===== config.mk =====
export PLATFORM = sky130hd
export DESIGN_NAME = dac_spi_scheduler_flat
export DESIGN_NICKNAME = d
export VERILOG_FILES = /design/src/rtl/dac_spi_scheduler_if.sv /design/src/rtl/dac_spi_scheduler.sv /design/src/flat_wrapper.sv
export SDC_FILE = /design/constraint.sdc
export NUM_CORES = 1
export LEC_CHECK = 0
export ABC_AREA = 1
export BUFFER_PORTS_ARGS = -buffer_cell sky130_fd_sc_hd__buf_4
export CORE_ASPECT_RATIO = 0.9
export CORE_MARGIN = 2
export CORE_UTILIZATION = 54
export CTS_CLUSTER_SIZE = 8
export DETAILED_ROUTE_END_ITERATION = 8
export GPL_TIMING_DRIVEN = 0
export PLACE_DENSITY = 0.79
export SLEW_MARGIN = 20
export SYNTH_ARGS = -nofsm -noshare
export SYNTH_HDL_FRONTEND = slang
export SYNTH_SLANG_ARGS = --single-unit

===== constraint.sdc =====
create_clock -name sys_clk -period 2 [get_ports sys_clk]
set_input_delay 0.1 -clock sys_clk [delete_from_list [all_inputs] [get_ports sys_clk]]
set_output_delay 0.1 -clock sys_clk [all_outputs]
set_load 0.03 [all_outputs]

===== src/rtl/dac_spi_scheduler_if.sv =====
// Request/acknowledge bus from the configuration logic plus the shared DAC serial pins.
// The master side presents command words; the slave side is the scheduler.
interface dac_spi_scheduler_if #(
    parameter int DATA_WIDTH = 24
);
    logic                  sup_req;
    logic [DATA_WIDTH-1:0] sup_data;
    logic                  sup_ack;
    logic                  rng_req;
    logic [DATA_WIDTH-1:0] rng_data;
    logic                  rng_ack;
    logic                  busy;
    logic                  sclk;
    logic                  sdio;
    logic                  supdac_csb;
    logic                  rngdac_csb;

    modport master (
        output sup_req, sup_data, rng_req, rng_data,
        input  sup_ack, rng_ack, busy, sclk, sdio, supdac_csb, rngdac_csb
    );

    modport slave (
        input  sup_req, sup_data, rng_req, rng_data,
        output sup_ack, rng_ack, busy, sclk, sdio, supdac_csb, rngdac_csb
    );
endinterface


===== src/rtl/dac_spi_scheduler.sv =====
// Round-robin scheduler sharing one SPI mode-0 write bus between the supply and range DACs.
// Every output is a register; the next-state process computes all register inputs.
module dac_spi_scheduler #(
    parameter int DATA_WIDTH = 24,
    parameter int CLK_DIV    = 4
) (
    input  logic               sys_clk,
    input  logic               reset,
    dac_spi_scheduler_if.slave bus
);

    typedef enum logic [1:0] {IDLE, SETUP, SHIFT, GAP} state_t;

    localparam int              BW       = (DATA_WIDTH > 2) ? $clog2(DATA_WIDTH) : 1;
    localparam logic [7:0]      DIV_LAST = 8'(CLK_DIV - 1);
    localparam logic [BW-1:0]   BIT_LAST = BW'(DATA_WIDTH - 1);

    state_t                state_q, state_d;
    logic [7:0]            div_q, div_d;
    logic [BW-1:0]         bit_q, bit_d;
    logic [DATA_WIDTH-1:0] shreg_q, shreg_d;
    logic                  sel_sup_q, sel_sup_d;
    logic                  last_sup_q, last_sup_d;
    logic                  sclk_q, sclk_d;
    logic                  sdio_q, sdio_d;
    logic                  sup_csb_q, sup_csb_d;
    logic                  rng_csb_q, rng_csb_d;
    logic                  sup_ack_q, sup_ack_d;
    logic                  rng_ack_q, rng_ack_d;
    logic                  busy_q, busy_d;

    logic                  div_end;
    logic                  pick_sup;
    logic [DATA_WIDTH-1:0] grant_word;

    assign div_end    = (div_q == DIV_LAST);
    // A tie goes to whichever requester was not served last.
    assign pick_sup   = bus.sup_req && (!bus.rng_req || !last_sup_q);
    assign grant_word = pick_sup ? bus.sup_data : bus.rng_data;

    // NOTE: every variable gets its default before the case so no path leaves one unassigned (no latches).
    always_comb begin
        state_d    = state_q;
        div_d      = div_q;
        bit_d      = bit_q;
        shreg_d    = shreg_q;
        sel_sup_d  = sel_sup_q;
        last_sup_d = last_sup_q;
        sclk_d     = sclk_q;
        sdio_d     = sdio_q;
        sup_csb_d  = sup_csb_q;
        rng_csb_d  = rng_csb_q;
        sup_ack_d  = 1'b0;
        rng_ack_d  = 1'b0;
        busy_d     = busy_q;

        case (state_q)
            IDLE: begin
                if (bus.sup_req || bus.rng_req) begin
                    sel_sup_d  = pick_sup;
                    last_sup_d = pick_sup;
                    shreg_d    = grant_word;
                    sdio_d     = grant_word[DATA_WIDTH-1];
                    sup_csb_d  = !pick_sup;
                    rng_csb_d  = pick_sup;
                    busy_d     = 1'b1;
                    div_d      = 8'd0;
                    bit_d      = '0;
                    state_d    = SETUP;
                end
            end
            SETUP: begin
                if (div_end) begin
                    div_d   = 8'd0;
                    sclk_d  = 1'b1;
                    state_d = SHIFT;
                end else begin
                    div_d = div_q + 8'd1;
                end
            end
            SHIFT: begin
                if (!div_end) begin
                    div_d = div_q + 8'd1;
                end else begin
                    div_d = 8'd0;
                    if (sclk_q) begin
                        // Falling edge: present the next bit, holding the last one until csb rises.
                        sclk_d = 1'b0;
                        if (bit_q != BIT_LAST) begin
                            shreg_d = shreg_q << 1;
                            sdio_d  = shreg_q[DATA_WIDTH-2];
                        end
                    end else if (bit_q == BIT_LAST) begin
                        sup_csb_d = 1'b1;
                        rng_csb_d = 1'b1;
                        sdio_d    = 1'b0;
                        sup_ack_d = sel_sup_q;
                        rng_ack_d = !sel_sup_q;
                        state_d   = GAP;
                    end else begin
                        bit_d  = bit_q + BW'(1);
                        sclk_d = 1'b1;
                    end
                end
            end
            GAP: begin
                if (div_end) begin
                    div_d   = 8'd0;
                    busy_d  = 1'b0;
                    state_d = IDLE;
                end else begin
                    div_d = div_q + 8'd1;
                end
            end
            default: state_d = IDLE;
        endcase
    end

    // NOTE: sequential state uses non-blocking assignments so all registers update from the same old values.
    always_ff @(posedge sys_clk or posedge reset) begin
        if (reset) begin
            state_q    <= IDLE;
            div_q      <= 8'd0;
            bit_q      <= '0;
            shreg_q    <= '0;
            sel_sup_q  <= 1'b0;
            last_sup_q <= 1'b0;
            sclk_q     <= 1'b0;
            sdio_q     <= 1'b0;
            sup_csb_q  <= 1'b1;
            rng_csb_q  <= 1'b1;
            sup_ack_q  <= 1'b0;
            rng_ack_q  <= 1'b0;
            busy_q     <= 1'b0;
        end else begin
            state_q    <= state_d;
            div_q      <= div_d;
            bit_q      <= bit_d;
            shreg_q    <= shreg_d;
            sel_sup_q  <= sel_sup_d;
            last_sup_q <= last_sup_d;
            sclk_q     <= sclk_d;
            sdio_q     <= sdio_d;
            sup_csb_q  <= sup_csb_d;
            rng_csb_q  <= rng_csb_d;
            sup_ack_q  <= sup_ack_d;
            rng_ack_q  <= rng_ack_d;
            busy_q     <= busy_d;
        end
    end

    assign bus.sclk       = sclk_q;
    assign bus.sdio       = sdio_q;
    assign bus.supdac_csb = sup_csb_q;
    assign bus.rngdac_csb = rng_csb_q;
    assign bus.sup_ack    = sup_ack_q;
    assign bus.rng_ack    = rng_ack_q;
    assign bus.busy       = busy_q;

endmodule


===== src/flat_wrapper.sv =====
// flat-port wrapper written by rule: the top's interface ports become plain ports
module dac_spi_scheduler_flat 
#(
    parameter int DATA_WIDTH = 24,
    parameter int CLK_DIV    = 4
)
  (sys_clk, reset, bus_sup_req, bus_sup_data, bus_rng_req, bus_rng_data, bus_sup_ack, bus_rng_ack, bus_busy, bus_sclk, bus_sdio, bus_supdac_csb, bus_rngdac_csb);
  dac_spi_scheduler_if #(.DATA_WIDTH(DATA_WIDTH)) bus_i ();
  input  logic sys_clk;
  input  logic reset;
  input wire logic [$bits(bus_i.sup_req)-1:0] bus_sup_req;
  input wire logic [$bits(bus_i.sup_data)-1:0] bus_sup_data;
  input wire logic [$bits(bus_i.rng_req)-1:0] bus_rng_req;
  input wire logic [$bits(bus_i.rng_data)-1:0] bus_rng_data;
  output wire logic [$bits(bus_i.sup_ack)-1:0] bus_sup_ack;
  output wire logic [$bits(bus_i.rng_ack)-1:0] bus_rng_ack;
  output wire logic [$bits(bus_i.busy)-1:0] bus_busy;
  output wire logic [$bits(bus_i.sclk)-1:0] bus_sclk;
  output wire logic [$bits(bus_i.sdio)-1:0] bus_sdio;
  output wire logic [$bits(bus_i.supdac_csb)-1:0] bus_supdac_csb;
  output wire logic [$bits(bus_i.rngdac_csb)-1:0] bus_rngdac_csb;
  assign bus_i.sup_req = bus_sup_req;
  assign bus_i.sup_data = bus_sup_data;
  assign bus_i.rng_req = bus_rng_req;
  assign bus_i.rng_data = bus_rng_data;
  assign bus_sup_ack = bus_i.sup_ack;
  assign bus_rng_ack = bus_i.rng_ack;
  assign bus_busy = bus_i.busy;
  assign bus_sclk = bus_i.sclk;
  assign bus_sdio = bus_i.sdio;
  assign bus_supdac_csb = bus_i.supdac_csb;
  assign bus_rngdac_csb = bus_i.rngdac_csb;
  dac_spi_scheduler #(.DATA_WIDTH(DATA_WIDTH), .CLK_DIV(CLK_DIV)) u_core (.sys_clk(sys_clk), .reset(reset), .bus(bus_i));
endmodule

==> flow_metrics.tcl, run 1 <==
set metrics [dict create \
    status "finished clean" \
    postCtsSetupBuffers 0 \
    avgSynthCellArea_um2 7.29 \
    worst_pin_slew_ns 0.375 \
    slowest_delay_ns 0.41 \
    fmax_mhz 556 \
    cpLargestDelayFamily "buffers and inverters" \
    n_antenna_cell 0 \
    vdd_drop_max_uv 1270 \
    async_reset_ff_frac 1.00 \
    whs_path_depth 4 \
    grt_pass1_wl_um 10600 \
    die_h_um 70.9 \
    synth_seq_cells 46 \
    min_path_type "in2reg" \
    cts_made_buffers 5 \
    slew-limit-headroom 0.747 \
    root_buffer "clkbuf_8" \
    track_usage 0.241 \
    synthTopCellsByArea "dfrtp_1, nand2_1, o21ai_0" \
    fin_crit_sh 0.899 \
    yosysSeqAreaShare 0.430 \
    rr_worst_depth 9 \
    hold_ws_ns 0.0892 \
    timing.setup.tns_ns 0 \
    drt-total-wl_um 6250 \
    synth_edf_count 0 \
    hold_violations 0 \
    critical_path_class "reg2reg" \
    drv_cap 0 \
    vias 2633 \
    portBuffers 58 \
    p_switching_mw 2.16 \
    antenna_left 0 \
    r2r_start "u_core.state_q[0]" \
    slowest_stage "dfrtp_1" \
    cts_buffer_depth 2 \
    avgViaCountPerCell 5.26 \
    yosys_warnings 0 \
    cts.clk_slew.worst_paths_ns 0.08 \
    startpoint_type "register" \
    worstSetupEndpointType "register" \
    core_region_area_mm2 0.00480 \
    start_util 0.558 \
    io-pin-count 59 \
    startpoint "u_core.state_q[0]" \
    cp_num_cells 9 \
    grt_pass1_vias 2469 \
    rsz0062_at_grt "false" \
    synth_common_cells "nand2_1, dfrtp_1, o21ai_0, nand3_1, inv_1" \
    clockPowerShare 0.126 \
    dieArea_mm2 0.00555 \
    cp.buffers_inverters 3 \
    synthDominantCellAreaShare 0.411 \
    power_mw 4.66 \
    synth.cell_area_mm2 0.00268 \
    clk_latency_ns 0.30 \
    r2r_slack_ns 0.20 \
    final.min_clock_period_ns 1.80 \
    finClkSkew_ns 0.00712 \
    drcViolationCount 0 \
    synth_cell_types 31 \
    hpwl_um 4660 \
    yosys.area.top_type "dfrtp_1" \
    power_frac_seq 0.327 \
    crit_top_cell "nand2_1" \
    drt-wirelength-per-cell_um 12.5 \
    cp-endpoint "u_core.shreg_q[3]" \
    antenna_found_initial 0 \
    firstDrtPassIters 4 \
    worstReg2RegEnd "u_core.shreg_q[3]" \
    yosysMostFrequentCell "nand2_1" \
    cp_data_required_time_ns 2.24 \
    p_leak_nw 1.76 \
    cts_tree "built" \
    setup_viol 0 \
    syn_inst 368 \
    cts_max_level 2 \
    maxSlewViolCount 0 \
    synthToLayoutAreaGrowth_pct 23.9 \
    path_cells "inv_1 -> ha_1 -> buf_2 -> nor2_4 -> buf_2 -> nand2_1 -> nand3_1 -> nand2_1 -> nand2_1" \
    sw_frac_of_total 0.463 \
    crit_arrival_ns 2.04 \
    crit_fanout 10 \
    drt_iter0_drc 153 \
    gp_congestion 0.797 \
    p_int_mw 2.50 \
    synth_flop_cell "dfrtp_1" \
    overflow 0 \
    nets 494 \
    comb_power_share 0.547 \
    layout-drive-gt1-share 0.234 \
    std_cell_rows 24 \
    die_x_um 78.3 \
    power_density_mw_per_mm2 1400 \
    cts_sinks 46 \
    hp-start "bus_sup_req" \
    grt_max_degree 33 \
    syn_nets 427 \
]
cell families (layout without fill, tap and decap cells):
family          after synthesis  in the layout  synth area share
buf+inv                      38            106            0.0635
xor+xnor                      6              6            0.0196
compound gates               50             50             0.105
flops                        46             46             0.430
fa+ha+maj                     7              7            0.0327
simple gates                221            221             0.349
flip-flops by register name, indices dropped and copies added, names as in the netlist:
name / count
u_core.bus.sclk: 1
u_core.bus.supdac_csb: 1
u_core.shreg_q: 23
u_core.bus.sdio: 1
u_core.bus.sup_ack: 1
u_core.sel_sup_q: 1
u_core.bus.rngdac_csb: 1
u_core.bit_q: 5
u_core.state_q: 2
u_core.bus.busy: 1
u_core.bus.rng_ack: 1
u_core.div_q: 8
metal layers:
metal	vias up	wire, um	track usage
met5	-	0	0
met2	57	3030	0.401
met3	7	272	0.0408
met1	1253	2870	0.326
li1	1316	-	-
met4	0	74	0.0702
timing repair:
item / 4_1_cts / 5_1_grt
resized for setup: 0 / 3
setup endpoints to repair: 0 / 9
endpoints found under the hold margin: 12 / 0
hold buffers: 1 / 0
power groups by stage:
stage	Clock, mW	Combinational [mW]	Sequential, mW
final	0.585	2.55	1.52
after detailed placement	0	2.52	1.54
after global placement	0	2.47	1.53
after global routing	0.634	2.88	1.56
after CTS	0.600	2.54	1.52
after floorplan	0	1.79	1.59
stage by stage:
step / worst slack [ns] / area (um2) / utilization / cells
after floorplan: 0.439 / 2680 / - / 368
after global placement: 0.163 / 3200 / 0.666 / 491
after detailed placement: 0.151 / 3220 / 0.670 / 492
after CTS: 0.127 / 3320 / 0.691 / 501
after global routing: 0.00704 / 3320 / 0.692 / 501
final: 0.202 / 3320 / 0.692 / 501
how the worst min path moves through the flow:
| stage | endpoint |
|---|---|
| after floorplan | u_core.div_q[1] |
| after global placement | u_core.div_q[1] |
| after detailed placement | u_core.state_q[1] |
| after CTS | u_core.div_q[1] |
| after global routing | u_core.div_q[1] |
| final | u_core.div_q[1] |
worst register-to-register path: cells and delay by family, from the launching register on:
family / cells / cell delay [ns]
buf+inv: 3 / 0.59
simple gates: 5 / 0.51
flops: 1 / 0.41
fa+ha+maj: 1 / 0.25
layout by cell type (no fill, tap or decap), drive strengths merged, types with 3 or more instances in the layout:
cell and count:
buf 69, o22ai 4, nand2 162, a21oi 5
ha 7, o211ai 3, inv 25, nor3 4
nor2 20, dfrtp 44, xor2 5, clkbuf 10
nand3 31, o21ai 37
cell type report:
| class | count | area (um2) |
|---|---|---|
| Sequential cell | 46 | 1150 |
| Tap cell | 65 | 81.3 |
| Buffer | 13 | 77.6 |
| Clock buffer | 7 | 86.3 |
| Multi-Input combinational cell | 284 | 1360 |
| Timing Repair Buffer | 60 | 465 |
| Inverter | 25 | 93.8 |
| Fill cell | 429 | 1480 |
| Clock inverter | 1 | 5.00 |
(Power assumes the default switching activity.)
==> run 2, diff against run 1 <==
--- a/config.mk
+++ b/config.mk
@@ -9,11 +9,12 @@
 export BUFFER_PORTS_ARGS = -buffer_cell sky130_fd_sc_hd__buf_4
 export CORE_ASPECT_RATIO = 0.9
 export CORE_MARGIN = 2
-export CORE_UTILIZATION = 54
+export CORE_UTILIZATION = 56
+export CTS_BUF_LIST = sky130_fd_sc_hd__clkbuf_4 sky130_fd_sc_hd__clkbuf_8
 export CTS_CLUSTER_SIZE = 8
 export DETAILED_ROUTE_END_ITERATION = 8
 export GPL_TIMING_DRIVEN = 0
-export PLACE_DENSITY = 0.79
+export PLACE_DENSITY = 0.82
 export SLEW_MARGIN = 20
 export SYNTH_ARGS = -nofsm -noshare
 export SYNTH_HDL_FRONTEND = slang
==> run 2 against run 1 <==
  * Flip-flop and latch count did not move
  * Cell count shrank 0.60%
  * Sequential share of layout area barely moved
  * Critical path type unchanged
==> flow_metrics.tcl, run 2 (synthesis results as in run 1) <==
set metrics [dict create \
    r2r_slack_ns 0.15 \
    fillers 394 \
    portBuffers 58 \
    slowest_stage "dfrtp_1" \
    grt_pass1_vias 2541 \
    power_density_mw_per_mm2 1410 \
    p_leak_nw 1.76 \
    track_usage 0.256 \
    clk_latency_ns 0.30 \
    dieArea_mm2 0.00536 \
    setup_viol 0 \
    rsz0062_at_grt "false" \
    crit_fanout 10 \
    cts_sinks 46 \
    core_region_area_mm2 0.00452 \
    dp.cells 489 \
    vdd_drop_max_uv 950 \
    drcViolationCount 0 \
    critical_path_class "reg2reg" \
    cp.buffers_inverters 3 \
    final.min_clock_period_ns 1.85 \
    firstDrtPassIters 4 \
    synthToLayoutAreaGrowth_pct 23.8 \
    finClkSkew_ns 0.0111 \
    hpwl_um 4620 \
    final_common_cell "nand2_1" \
    cts_max_level 2 \
    cts_buffer_depth 2 \
    die_h_um 69.6 \
    maxSlewViolCount 0 \
    status "finished clean" \
    cts.clk_slew.worst_paths_ns 0.09 \
    reg_top3 "u_core.shreg_q: 23 flops, u_core.div_q: 8 flops, u_core.bit_q: 5 flops" \
    cts_tree "built" \
    path_cells "inv_1 -> ha_1 -> buf_2 -> nor2_4 -> buf_2 -> nand2_1 -> nand3_1 -> nand2_1 -> nand2_1" \
    worst_pin_slew_ns 0.472 \
    root_buffer "clkbuf_8" \
    start_util 0.593 \
    crit_arrival_ns 2.09 \
    drv_cap 0 \
    layout-drive-gt1-share 0.234 \
    startpoint_type "register" \
    crit_top_cell "nand2_1" \
    finalNonFillerCells 498 \
    drt-total-wl_um 6430 \
    hold_violations 0 \
    io-pin-count 59 \
    n_antenna_cell 0 \
    postCtsSetupBuffers 0 \
    grt_pass1_wl_um 11100 \
    std_cell_rows 23 \
    overflow 0 \
    antenna_left 0 \
    largest_reg_flops 23 \
    gp_congestion 0.839 \
    nets 494 \
    min_path_type "in2reg" \
    die_x_um 76.9 \
    slowest_delay_ns 0.40 \
    mostFrequentLayoutCells "nand2_1, buf_4, dfrtp_1" \
    fmax_mhz 539 \
    timing.setup.tns_ns 0 \
    max_flop_register "u_core.shreg_q" \
    avgViaCountPerCell 5.18 \
    antenna_found_initial 0 \
    drt_iter0_drc 205 \
    cp_data_required_time_ns 2.24 \
    drt-wirelength-per-cell_um 12.9 \
    cpLargestDelayFamily "buffers and inverters" \
    cts_made_buffers 5 \
    worstSetupEndpointType "register" \
    slew-limit-headroom 0.682 \
    fin_crit_sh 0.927 \
    vias 2582 \
    grt_max_degree 35 \
]
==> run 2: cell types whose count changed in the layout (fill, tap and decap cells not counted) <==
cell / delta
ha_1: +1
ha_2: -1
clkbuf_1: -1
clkinvlp_4: +1
==> run 2: where the power goes <==
group / internal (mW) / switching [mW] / leakage, nW
Clock: 0.278 / 0.322 / 0.0472
Sequential: 1.31 / 0.218 / 0.588
Combinational: 0.905 / 1.66 / 1.12
Total: 2.49 / 2.20 / 1.76
==> run 2: layout make-up <==
type | instances | area [um2] | area share
flip-flops and latches | 46 | 1150 | 0.347
repair buffers | 60 | 465 | 0.140
plain buffers | 13 | 77.6 | 0.0234
multi-input cells | 284 | 1360 | 0.409
clock buffers | 6 | 82.6 | 0.0249
well taps | 62 | 77.6 | 0.0234
inverters | 25 | 93.8 | 0.0283
clock inverters | 2 | 12.5 | 0.00377
==> run 2: worst reg2reg max path, cell delays in order (launching register included) <==
cell	delay, ns
dfrtp_1	0.40
inv_1	0.10
ha_1	0.25
buf_2	0.21
nor2_4	0.23
buf_2	0.30
nand2_1	0.08
nand3_1	0.10
nand2_1	0.07
nand2_1	0.06
==> run 2: worst paths after layout <==
kind                                  startpoint               endpoint  depth (start not counted)
max                            u_core.state_q[0]      u_core.shreg_q[8]                          9
min                             bus_rng_data[10]     u_core.shreg_q[10]                          5
max reg2reg                    u_core.state_q[0]      u_core.shreg_q[8]                          9
min reg2reg                u_core.bus.supdac_csb  u_core.bus.supdac_csb                          2
max in group asynchronous                  reset     u_core.shreg_q[11]                          4
min in group asynchronous                  reset      u_core.state_q[1]                          3
==> run 2: per-stage QoR <==
step / hold slack, ns / util / instance area, um2 / worst slack (ns) / total power, mW
2_1_floorplan: 0.276 / - / 2680 / 0.439 / 3.39
3_3_place_gp: 0.402 / 0.707 / 3190 / 0.171 / 3.99
3_5_place_dp: 0.0670 / 0.711 / 3210 / 0.153 / 4.06
4_1_cts: 0.0947 / 0.735 / 3320 / 0.122 / 4.69
5_1_grt: 0.126 / 0.735 / 3320 / 0.00378 / 5.12
6_report: 0.0996 / 0.735 / 3320 / 0.145 / 4.69
==> run 2: metal layers <==
| metal | track usage | wire length (um) |
|---|---|---|
| met1 | 0.353 | 3030 |
| met2 | 0.416 | 3100 |
| met3 | 0.0469 | 252 |
| met4 | 0.0667 | 54 |
| met5 | 0 | 0 |
==> run 2: timing repair <==
| action | CTS | global route |
|---|---|---|
| gates resized for setup | 0 | 2 |
| endpoints found under the setup margin | 0 | 5 |
| hold endpoints to repair | 10 | 0 |
| hold buffers | 1 | 0 |
==> run 3, diff against run 2 <==
--- a/config.mk
+++ b/config.mk
@@ -13,8 +13,11 @@
 export CTS_BUF_LIST = sky130_fd_sc_hd__clkbuf_4 sky130_fd_sc_hd__clkbuf_8
 export CTS_CLUSTER_SIZE = 8
 export DETAILED_ROUTE_END_ITERATION = 8
+export GPL_ROUTABILITY_DRIVEN = 0
 export GPL_TIMING_DRIVEN = 0
 export PLACE_DENSITY = 0.82
+export SETUP_SLACK_MARGIN = 0.2
+export SKIP_CTS_REPAIR_TIMING = 1
 export SLEW_MARGIN = 20
 export SYNTH_ARGS = -nofsm -noshare
 export SYNTH_HDL_FRONTEND = slang
==> run 3 against run 2 <==
  * Sequential power is essentially flat
  * Combinational power rose by 11%
  * Via count rose by 2.5%
  * Clock power about the same
  * Maximum frequency grew 9.1%
  * Worst setup slack improved by 0.16 ns
  * Flip-flop and latch count did not move
  * Final area is 3.6% higher
  * Non-clock buffer count up 5
  * Sequential share of layout area is 1.2 points lower
  * Power increased by 6.2%
==> flow_metrics.tcl, run 3 (synthesis results as in run 1) <==
set metrics [dict create \
    status "finished clean" \
    crit_fanout 10 \
    crit_arrival_ns 1.89 \
    antenna_found_initial 0 \
    rsz0062_at_grt "false" \
    cts_max_level 2 \
    setup_viol 0 \
    r2r_start "u_core.state_q[0]" \
    drt-wirelength-per-cell_um 13.2 \
    hp-start "bus_rng_data[10]" \
    critical_path_class "reg2reg" \
    largest_reg_flops 23 \
    clk_latency_ns 0.31 \
    start_util 0.593 \
    startpoint_type "register" \
    cts_tree "built" \
    worstReg2RegEnd "u_core.shreg_q[8]" \
    cts_buffer_depth 2 \
    overflow 0 \
    drt-total-wl_um 6650 \
    std_cell_rows 23 \
    vdd_drop_max_uv 978 \
    drt_iter0_drc 232 \
    hold_violations 0 \
    layout-drive-gt1-share 0.265 \
    dieArea_mm2 0.00536 \
    worst_pin_slew_ns 0.288 \
    synthToLayoutAreaGrowth_pct 28.3 \
    fin_crit_sh 0.850 \
    die_x_um 76.9 \
    dp.cells 489 \
    reg_top3 "u_core.shreg_q: 23 flops, u_core.div_q: 8 flops, u_core.bit_q: 5 flops" \
    final.min_clock_period_ns 1.70 \
    cts_sinks 46 \
    drcViolationCount 0 \
    avgViaCountPerCell 5.26 \
    min_path_type "in2reg" \
    firstDrtPassIters 4 \
    worstSetupEndpointType "register" \
    r2r_slack_ns 0.30 \
    max_flop_register "u_core.shreg_q" \
    hpwl_um 4620 \
    rr_worst_depth 9 \
    root_buffer "clkbuf_8" \
    cts.clk_slew.worst_paths_ns 0.09 \
    nets 499 \
    drv_cap 0 \
    maxSlewViolCount 0 \
    finalNonFillerCells 503 \
    cts_made_buffers 5 \
    io-pin-count 59 \
    die_h_um 69.6 \
    cp_data_required_time_ns 2.19 \
    whs_path_depth 5 \
    grt_max_degree 35 \
    grt_pass1_wl_um 11100 \
    portBuffers 58 \
    power_density_mw_per_mm2 1450 \
    timing.setup.tns_ns 0 \
    vias 2646 \
    antenna_left 0 \
    final_common_cell "nand2_1" \
    n_antenna_cell 0 \
    grt_pass1_vias 2529 \
    mostFrequentLayoutCells "nand2_1, buf_4, dfrtp_1" \
    fmax_mhz 588 \
    track_usage 0.255 \
    fillers 364 \
    slew-limit-headroom 0.808 \
    core_region_area_mm2 0.00452 \
    finClkSkew_ns 0.0115 \
    p_leak_nw 1.79 \
    holdPathEnd "u_core.shreg_q[10]" \
]
==> run 3: cell count changes in the layout (fill, tap and decap cells not counted), sizes merged <==
cell,before,now
clkbuf,9,12
buf,69,71
==> run 3: layout make-up <==
type	instances	area (um2)	share of cell area
multi-input combinational	284	1420	0.413
sequential	46	1150	0.336
timing repair buffer	65	503	0.146
inverter	25	96.3	0.0280
buffer	13	92.6	0.0269
clock buffer	6	82.6	0.0240
tap	62	77.6	0.0226
clock inverter	2	12.5	0.00364
==> run 3: worst max-delay path by stage <==
stage	start	to	cells past startpoint
2_1_floorplan	u_core.state_q[0]	u_core.shreg_q[10]	9
3_3_place_gp	u_core.state_q[0]	u_core.shreg_q[18]	8
3_5_place_dp	u_core.state_q[0]	u_core.shreg_q[2]	8
4_1_cts	u_core.state_q[0]	u_core.shreg_q[2]	8
5_1_grt	u_core.state_q[1]	u_core.bit_q[4]	10
6_report	u_core.state_q[0]	u_core.shreg_q[8]	9
==> run 3: through the flow <==
| stage | setup slack, ns | power [mW] | util | area, um2 | hold WS [ns] |
|---|---|---|---|---|---|
| global placement | 0.171 | 3.99 | 0.707 | 3190 | 0.402 |
| global route | 0.182 | 5.41 | 0.761 | 3440 | 0.126 |
| detailed placement | 0.153 | 4.06 | 0.711 | 3210 | 0.0670 |
| finish | 0.301 | 4.98 | 0.761 | 3440 | 0.0970 |
| CTS | 0.122 | 4.68 | 0.732 | 3310 | -0.256 |
| floorplan | 0.439 | 3.39 | - | 2680 | 0.276 |
==> run 3: worst max-delay path, cell delays in order, from the launching register on <==
cell	delay (ns)
dfrtp_1	0.41
inv_2	0.09
ha_4	0.20
nand2_4	0.13
o21ai_2	0.11
inv_2	0.10
nand2_4	0.10
clkbuf_4	0.20
o21ai_0	0.17
nand2_1	0.07
==> run 3: power breakdown <==
| group | internal, mW | switching, mW |
|---|---|---|
| registers | 1.31 | 0.234 |
| clock network | 0.278 | 0.324 |
| logic | 1.08 | 1.75 |
| total | 2.67 | 2.31 |
==> run 3: routing by layer <==
layer  vias up  routed length [um]  GRT usage
li1       1319                   -          -
met1      1243                3100      0.353
met2        73                3190      0.414
met3        11                 267     0.0469
met4         0                  95     0.0667
met5         -                   0          0
